**config.mk**
```make
export PLATFORM = sky130hd
export DESIGN_NAME = prog_clock_divider_flat
export DESIGN_NICKNAME = d
export VERILOG_FILES = /design/src/rtl/prog_clock_divider_if.sv /design/src/rtl/prog_clock_divider.sv /design/src/flat_wrapper.sv
export SDC_FILE = /design/constraint.sdc
export NUM_CORES = 1
export LEC_CHECK = 0
export ABC_AREA = 1
export ABC_CLOCK_PERIOD_IN_PS = 3000
export BUFFER_PORTS_ARGS = -buffer_cell sky130_fd_sc_hd__buf_2
export CAP_MARGIN = 30
export CORE_AREA = 2 2 137 139
export DETAILED_ROUTE_END_ITERATION = 10
export DIE_AREA = 0 0 139 141
export GPL_TIMING_DRIVEN = 0
export PLACE_DENSITY_LB_ADDON = 0.25
export SYNTH_ARGS = -nofsm -noshare
export SYNTH_HDL_FRONTEND = slang
export SYNTH_SLANG_ARGS = --single-unit
```
**constraint.sdc**
```tcl
create_clock -name clk -period 3 [get_ports clk]
set_input_delay 0.15 -clock clk [delete_from_list [all_inputs] [get_ports clk]]
set_output_delay 0.15 -clock clk [all_outputs]
set_load 0.05 [all_outputs]
```
**src/rtl/prog_clock_divider_if.sv**
```systemverilog
// Control/status bundle for prog_clock_divider: run request, divisor load
// strobe and the divided-clock outputs.
interface prog_clock_divider_if #(
  parameter int DIV_WIDTH = 24
);
  logic                 en;
  logic [DIV_WIDTH-1:0] div;
  logic                 div_load;
  logic                 out_clk;
  logic                 tick;
  logic                 div_ack;
  logic                 running;

  modport master (output en, div, div_load, input out_clk, tick, div_ack, running);
  modport slave  (input en, div, div_load, output out_clk, tick, div_ack, running);
endinterface

```
**src/rtl/prog_clock_divider.sv**
```systemverilog
// Runtime-programmable synchronous clock divider. Divisor changes and start/stop
// only take effect at period boundaries, so out_clk never glitches.
module prog_clock_divider #(
  parameter int DIV_WIDTH   = 24,
  parameter int DEFAULT_DIV = 1_000_000
) (
  input logic                 clk,
  input logic                 rst,
  prog_clock_divider_if.slave bus
);
  typedef logic [DIV_WIDTH-1:0] div_t;
  typedef enum logic [1:0] {IDLE, RUN, STOPPING} state_t;

  localparam div_t ONE       = div_t'(1);
  localparam div_t TWO       = div_t'(2);
  localparam div_t RESET_DIV = (div_t'(DEFAULT_DIV) < TWO) ? TWO : div_t'(DEFAULT_DIV);

  state_t state;
  div_t   cnt;
  div_t   active_n;
  div_t   pending_n;
  div_t   next_n;
  logic   pending_valid;
  logic   apply;
  logic   period_end;
  logic   out_clk_q;
  logic   tick_q;
  logic   div_ack_q;

  function automatic div_t clamp_div(input div_t n);
    return (n < TWO) ? TWO : n;
  endfunction

  // ceil(N/2) without needing a carry bit beyond DIV_WIDTH.
  function automatic div_t high_len(input div_t n);
    return (n >> 1) + div_t'(n[0]);
  endfunction

  // A strobe arriving in the boundary cycle bypasses the pending register.
  assign next_n     = bus.div_load ? clamp_div(bus.div) : pending_n;
  assign apply      = bus.div_load | pending_valid;
  assign period_end = (state == IDLE) || (cnt == active_n - ONE);

  always_ff @(posedge clk or posedge rst) begin
    if (rst) begin
      state         <= IDLE;
      cnt           <= '0;
      active_n      <= RESET_DIV;
      pending_n     <= '0;
      pending_valid <= 1'b0;
      out_clk_q     <= 1'b0;
      tick_q        <= 1'b0;
      div_ack_q     <= 1'b0;
    end else begin
      tick_q    <= 1'b0;
      div_ack_q <= 1'b0;
      if (bus.div_load) begin
        pending_n     <= clamp_div(bus.div);
        pending_valid <= 1'b1;
      end
      if (period_end) begin
        cnt <= '0;
        if (apply) begin
          active_n      <= next_n;
          // NOTE: non-blocking, so this clear overrides the set above in the
          // same cycle; next_n already carries any same-cycle strobe.
          pending_valid <= 1'b0;
          div_ack_q     <= 1'b1;
        end
        state     <= bus.en ? RUN : IDLE;
        out_clk_q <= bus.en;
        tick_q    <= bus.en;
      end else begin
        cnt       <= cnt + ONE;
        out_clk_q <= (cnt + ONE) < high_len(active_n);
        state     <= bus.en ? RUN : STOPPING;
      end
    end
  end

  assign bus.out_clk = out_clk_q;
  assign bus.tick    = tick_q;
  assign bus.div_ack = div_ack_q;
  assign bus.running = (state != IDLE);
endmodule
```
**src/flat_wrapper.sv**
```systemverilog
// flat-port wrapper written by rule: the top's interface ports become plain ports
module prog_clock_divider_flat 
#(
  parameter int DIV_WIDTH   = 24,
  parameter int DEFAULT_DIV = 1_000_000
)
  (clk, rst, bus_en, bus_div, bus_div_load, bus_out_clk, bus_tick, bus_div_ack, bus_running);
  prog_clock_divider_if #(.DIV_WIDTH(DIV_WIDTH)) bus_i ();
  input logic clk;
  input logic rst;
  input wire logic [$bits(bus_i.en)-1:0] bus_en;
  input wire logic [$bits(bus_i.div)-1:0] bus_div;
  input wire logic [$bits(bus_i.div_load)-1:0] bus_div_load;
  output wire logic [$bits(bus_i.out_clk)-1:0] bus_out_clk;
  output wire logic [$bits(bus_i.tick)-1:0] bus_tick;
  output wire logic [$bits(bus_i.div_ack)-1:0] bus_div_ack;
  output wire logic [$bits(bus_i.running)-1:0] bus_running;
  assign bus_i.en = bus_en;
  assign bus_i.div = bus_div;
  assign bus_i.div_load = bus_div_load;
  assign bus_out_clk = bus_i.out_clk;
  assign bus_tick = bus_i.tick;
  assign bus_div_ack = bus_i.div_ack;
  assign bus_running = bus_i.running;
  prog_clock_divider #(.DIV_WIDTH(DIV_WIDTH), .DEFAULT_DIV(DEFAULT_DIV)) u_core (.clk(clk), .rst(rst), .bus(bus_i));
endmodule
```
==> results.md, run 1 <==
* Final setup vio count at 1
* CTS tree: done
* Tcrit/Tclk final at 105%
* Clock-pin slew on the worst setup and hold paths at 0.07 ns
* Clk network pwr share at 33.2%
* Pwr dens at 519 mW/mm2
* Synth warn at 0
* Count of non-filler cells in the finished layout at 1053
* Area after DPL at 0.00582 mm2
* Slew HR at 66.4%
* Combinational share of power at 30.1%
* Diodes inserted at 0
* Synthesized Nets at 801
* First-pass GRT wire length at 22900 um
* Worst-Margin Slew at 0.505 ns
* Post-DP HPWL at 10300 um
* DR DRC count at 0
* Placed Instances at 1011
* Number of global-route vias before repair at 4579
* Switching portion of total power at 35.4%
* Switch Pwr at 1.20 mW
* FF+latch count, synth at 78
* Post-Synth XOR/XNOR Area at 9.01%
* Final wirelength at 13500 um
* Critical path peak fanout at 4
* Largest family of logic cells by synthesized area: simple AND/OR/NAND/NOR gates
* Cts bufs inserted at 9
* EDFF count, synth at 0
* WS Path Type: reg -> reg
* Routed Antenna Nets at 0
* Clock skew at 0.00711 ns
* Total power at 3.40 mW
* Initial core utilization at 29.3%
* Worst path arrival time at 3.37 ns
* Req. time, crit path at 3.22 ns
* Post-synthesis compound-gate area fraction at 3.30%
* Final WS setup at -0.145 ns
* HP Class: in -> reg
* Core region area at 0.0183 mm2
* GRT Total Usage at 14.4%
* Outcome: finished, violations left
* Avg Cell Area, Syn at 7.17 um2
* Leakage at 3.32 nW
* Max Slew Vio Count at 0
* Routed vias at 4667
* Distinct cells, synth at 32
* CP Launch Type: flop
* Die width at 139 um
* Die Y at 141 um
* Layout cells sized above 1 at 18.4%
* Mapped Cells at 746
* # IOs at 32
* Std-Cell Rows at 50
* Adder-cell area share of the yosys netlist at 6.32%
* Num Clock Sinks at 78
* Mux cell area share after synthesis at 0%
* Vias per std cell at 4.43
* Pint at 2.20 mW
* Clock latency on the worst-skew pair at 0.34 ns
* H-Tree Depth at 3
* Final-report hold violation count at 0
* Final Wtd Congestion at 0.797
* Die area at 0.0196 mm2
* Sequential share of the synthesized area at 36.7%
* Antenna violations before repair at 0
* RSZ-0062 raised after global routing: yes
* Final min period at 3.14 ns
* Design Area, Final at 0.00655 mm2
* Peak VDD IR at 0.227 mV
* Port bufs at 30
* Largest net degree at the start of global routing at 54
* Post-synth top flop: dfrtp_1
* Synth async-reset ratio at 100%
* Commonest non-fill, non-tap cells in the layout: 233 x nand2_1, 82 x nor2_1, 76 x inv_1
* Failing checks: negative setup slack
* Avg WL per Cell at 12.8 um
* Crit end category: flop
* Mapped cell area at 0.00535 mm2
* Simple-gate share of the synthesized area at 35.8%
* Max Cap Viol at 0
* Most common cell after layout, fill and taps aside: nand2_1
* TritonRoute pass-1 iters at 4
* CTS max path bufs at 2
* Nets at 869
* GRT overflow at 0
* Sequential share of power at 36.7%
* Synthesis-to-finish area growth at 22.5%
* FMAX at 0.318 GHz
* 1st-iter DRT viols at 234
* Clock root buffer: clkbuf_16
-- synth_stat cells (all sizes together) (2+ instances only) --
| cell | instances | area share [%] |
|---|---|---|
| a21oi | 19 | 1.8 |
| buf | 15 | 2.1 |
| clkbuf | 17 | 1.2 |
| dfrtp | 71 | 33 |
| dfstp | 7 | 3.4 |
| ha | 27 | 6.3 |
| inv | 80 | 5.6 |
| nand2 | 238 | 17 |
| nand3 | 54 | 5.1 |
| nand3b | 7 | 0.98 |
| nand4 | 20 | 2.3 |
| nor2 | 99 | 7.6 |
| nor3 | 15 | 1.8 |
| nor4 | 5 | 0.58 |
| o21a | 3 | 0.42 |
| o21ai | 5 | 0.47 |
| o221ai | 2 | 0.33 |
| or2 | 3 | 0.35 |
| xnor2 | 19 | 3.1 |
| xor2 | 36 | 5.9 |
-- flip-flops by register name, summed over array words and instances (netlist names) --
register	cells
u_core.cnt	24
u_core.bus.div_ack	1
u_core.bus.out_clk	1
u_core.state	2
u_core.active_n	24
u_core.bus.tick	1
u_core.pending_n	24
u_core.pending_valid	1
-- through the flow --
step / TNS (ns) / utilization (%) / worst slack, ns / hold WS [ns]
after global placement: -17.17 / 31.7 / -0.591 / 0.328
after detailed placement: -0.607 / 31.9 / -0.607 / 0.155
final: -0.145 / 35.8 / -0.145 / 0.0626
after CTS: -0.256 / 34.8 / -0.256 / 0.0548
after floorplan: 0 / - / 0.204 / 0.181
after global routing: -0.382 / 35.8 / -0.364 / 0.0685
-- critical path, cell delays in order (launching register included) --
cell and delay, ns:
dfrtp_2 0.40, ha_4 0.15, nand4_1 0.12, nor2_1 0.15
nand2_1 0.11, nor2_2 0.14, nand2_1 0.09, nor2_2 0.15
inv_2 0.08, nor3_4 0.22, nand2_2 0.09, xor2_2 0.19
inv_2 0.07, ha_4 0.26, nand4_1 0.18, nor3_4 0.30
nand3_2 0.11, nand4_1 0.15, nand2_1 0.07
-- power by group through the flow --
stage | clock network (mW) | registers (mW) | logic [mW]
floorplan | 0 | 1.25 | 0.731
global placement | 0 | 1.26 | 0.948
detailed placement | 0 | 1.26 | 0.958
CTS | 1.16 | 1.24 | 1.01
global route | 1.22 | 1.26 | 1.19
finish | 1.13 | 1.25 | 1.02
-- what timing repair did --
action	in CTS	in global routing
pin swaps	13	25
gates resized for setup	24	25
endpoints found under the hold margin	26	0
setup endpoints to repair	1	1
buffers inserted	16	8
hold buffers	2	0
-- per-layer routing --
layer  vias up  GRT usage (%)  share of wire [%]
met1      2096           19.1                 48
met2        68           24.7                 48
met5         -              0                  0
met3        11           2.14                2.5
met4         0           3.88                1.7
li1       2492              -                  -
-- final cells by class --
class | instances | area, um2
Buffer | 32 | 174
Clock buffer | 10 | 229
Clock inverter | 6 | 71.3
Fill cell | 1972 | 11700
Inverter | 81 | 307
Multi-Input combinational cell | 555 | 3130
Sequential cell | 78 | 1970
Tap cell | 234 | 293
Timing Repair Buffer | 57 | 378
-- kinds of logic (layout without fill, tap and decap cells) --
| family | count (synthesis) | count (layout) |
|---|---|---|
| AOI/OAI and AO/OA | 31 | 31 |
| adders and majority gates | 27 | 27 |
| DFF | 78 | 78 |
| xor gates and xnor gates | 55 | 55 |
| and+or+nand+nor | 442 | 442 |
| buffers and inverters | 113 | 186 |
-- worst paths after layout --
path / slack (ns) / to / cells after the start / startpoint
min in group asynchronous: 0.34 / u_core.pending_n[3]$_DFF_PP0_ / 3 / rst
min: 0.06 / u_core.pending_n[21]$_DFF_PP0_ / 3 / bus_div[21]
max: -0.14 / u_core.bus.out_clk$_DFF_PP0_ / 18 / u_core.cnt[1]$_DFF_PP0_
min reg2reg: 0.47 / u_core.pending_n[4]$_DFF_PP0_ / 2 / u_core.pending_n[4]$_DFF_PP0_
max in group asynchronous: 2.03 / u_core.active_n[16]$_DFFE_PP1P_ / 4 / rst
max reg2reg: -0.14 / u_core.bus.out_clk$_DFF_PP0_ / 18 / u_core.cnt[1]$_DFF_PP0_
(Power assumes the default switching activity.)
==> inputs of run 2 (changes only) <==
- CTS_BUF_LIST: unset -> sky130_fd_sc_hd__clkbuf_4 sky130_fd_sc_hd__clkbuf_8 sky130_fd_sc_hd__clkbuf_16
==> results.md, run 2 (same netlist as run 1, synthesis figures left out) <==
* GRT Total Usage at 14.4% (unchanged)
* Critical-path cell list: nand3_2 > nor2_2 > nand2_1 > inv_1 > nand2_1 > nor2_2 > nand4_1 > buf_4 > nor3_2 > nand2_1 > xor2_2 > inv_1 > ha_1 > nand4_1 > nor3_4 > nand3_2 > nand4_1 > nand2_1
* Req. time, crit path at 3.22 ns (about the same)
* Routed Antenna Nets at 0 (unchanged)
* WS Path Type: reg -> reg
* Top sig layer: met4
* Port bufs at 30 (unchanged)
* Crit end category: flop
* DR DRC count at 0 (unchanged)
* Final setup vio count at 1 (unchanged)
* Pwr dens at 520 mW/mm2 (+0.18%)
* Largest net degree at the start of global routing at 54 (unchanged)
* Worst-Margin Slew at 0.505 ns (unchanged)
* Final WS setup at -0.144 ns (+0.000961 ns)
* Avg WL per Cell at 12.8 um (-0.11%)
* Clock latency on the worst-skew pair at 0.34 ns (about the same)
* Std-Cell Rows at 50 (unchanged)
* Die area at 0.0196 mm2 (unchanged)
* Area after DPL at 0.00582 mm2 (unchanged)
* H-Tree Depth at 3 (unchanged)
* # IOs at 32 (unchanged)
* Worst path max stage delay at 0.42 ns (+0.02 ns)
* Core region area at 0.0183 mm2 (unchanged)
* Nets at 869 (unchanged)
* Routed vias at 4661 (-0.13%)
* Die width at 139 um (unchanged)
* Num Clock Sinks at 78 (unchanged)
* Most common cell after layout, fill and taps aside: nand2_1
* Worst path arrival time at 3.37 ns (about the same)
* Commonest non-fill, non-tap cells in the layout: 233 x nand2_1, 82 x nor2_1, 76 x inv_1
* HP Class: in -> reg
* Diodes inserted at 0 (unchanged)
* Critical path peak fanout at 5 (+1)
* Clock skew at 0.00711 ns (-0.0000000300 ns)
* CTS max path bufs at 2 (unchanged)
* GRT overflow at 0 (unchanged)
* WL met3 at 339 um (-0.88%)
* Clock root buffer: clkbuf_16
* Number of global-route vias before repair at 4579 (unchanged)
* Synthesis-to-finish area growth at 22.5% (about the same)
* Final wirelength at 13400 um (-0.11%)
* Clock-pin slew on the worst setup and hold paths at 0.07 ns (about the same)
* FMAX at 0.318 GHz (about the same)
* Max Cap Viol at 0 (unchanged)
* Crit-path most repeated cell: nand2_1
* Die Y at 141 um (unchanged)
* First-pass GRT wire length at 22900 um (unchanged)
* Post-DP HPWL at 10300 um (unchanged)
* CP Launch Type: flop
* Vias per std cell at 4.43 (-0.13%)
* Initial core utilization at 29.3% (unchanged)
* Cts bufs inserted at 9 (unchanged)
* Outcome: finished, violations left
* Failing checks: negative setup slack
* Final Wtd Congestion at 0.797 (unchanged)
* Leakage at 3.32 nW (+0.10%)
* Tcrit/Tclk final at 105% (about the same)
* Design Area, Final at 0.00655 mm2 (about the same)
* Routed wl met2 at 6420 um (-0.19%)
* Peak VDD IR at 0.227 mV (about the same)
* Top flop regs: u_core.active_n (24), u_core.cnt (24), u_core.pending_n (24)
* Final-report hold violation count at 0 (unchanged)
* CTS tree: done
* Layout cells sized above 1 at 18.6% (+0.12 points)
* RSZ-0062 raised after global routing: yes
* TritonRoute pass-1 iters at 5 (+1)
* Slew HR at 66.4% (unchanged)
* WL met1 at 6460 um (about the same)
* Final min period at 3.14 ns (-0.000961 ns)
* CP max-delay cell: dfrtp_2
* 1st-iter DRT viols at 234 (unchanged)
* Antenna violations before repair at 0 (unchanged)
* Total power at 3.41 mW (+0.24%)
* Max Slew Vio Count at 0 (unchanged)
==> run 2: changes by cell type in the layout (fill, tap and decap cells not counted) <==
cell,before,now
clkbuf_4,0,1
clkbuf_1,18,17
==> run 2: path summary, 6_finish.rpt <==
path | cells after the start | end | slack (ns) | start
max | 18 | u_core.bus.out_clk$_DFF_PP0_ | -0.14 | u_core.cnt[2]$_DFF_PP0_
min reg2reg | 2 | u_core.pending_n[4]$_DFF_PP0_ | 0.47 | u_core.pending_n[4]$_DFF_PP0_
max reg2reg | 18 | u_core.bus.out_clk$_DFF_PP0_ | -0.14 | u_core.cnt[2]$_DFF_PP0_
min in group asynchronous | 3 | u_core.pending_n[3]$_DFF_PP0_ | 0.34 | rst
max in group asynchronous | 4 | u_core.active_n[16]$_DFFE_PP1P_ | 2.03 | rst
min | 3 | u_core.pending_n[21]$_DFF_PP0_ | 0.06 | bus_div[21]
==> run 2: power breakdown <==
group	internal, mW	switching (mW)	total [mW]
Clock	0.661	0.477	1.14
Combinational	0.375	0.649	1.02
Sequential	1.17	0.0776	1.25
==> run 2: metal layers <==
metal | global-route usage (%) | vias to the layer above
met5 | 0 | -
met4 | 3.88 | 0
met3 | 2.14 | 11
met2 | 24.7 | 66
met1 | 19.1 | 2093
li1 | - | 2491
==> run 2: stage by stage <==
stage	utilization (%)	TNS, ns	instances	setup slack (ns)	hold slack (ns)
3_3_place_gp	31.7	-17.17	1010	-0.591	0.328
4_1_cts	34.9	-0.256	1045	-0.256	0.0547
5_1_grt	35.9	-0.382	1053	-0.364	0.0683
6_report	35.9	-0.144	1053	-0.144	0.0628
3_5_place_dp	31.9	-0.607	1011	-0.607	0.155
2_1_floorplan	-	0	746	0.204	0.181
==> run 2: worst max-delay path: cells and delay by family, from the launching register on <==
kind | cells | cell delay [ns]
xor gates and xnor gates | 1 | 0.18
adders and majority gates | 1 | 0.30
buffers and inverters | 3 | 0.32
DFF | 1 | 0.42
and+or+nand+nor | 13 | 1.82
==> run 2: area by class of cell <==
| cell class | count | area [um2] |
|---|---|---|
| clock inverters | 6 | 71.3 |
| clock buffers | 10 | 233 |
| multi-input cells | 555 | 3130 |
| fillers | 1970 | 11700 |
| plain buffers | 32 | 174 |
| well taps | 234 | 293 |
| repair buffers | 57 | 378 |
| flip-flops and latches | 78 | 1970 |
| inverters | 81 | 307 |
==> run 2: repair_timing <==
action,CTS,global route
pin swaps,13,25
resized for setup,24,25
endpoints found under the setup margin,1,1
buffers inserted,16,8
hold endpoints to repair,26,0
hold buffers,2,0
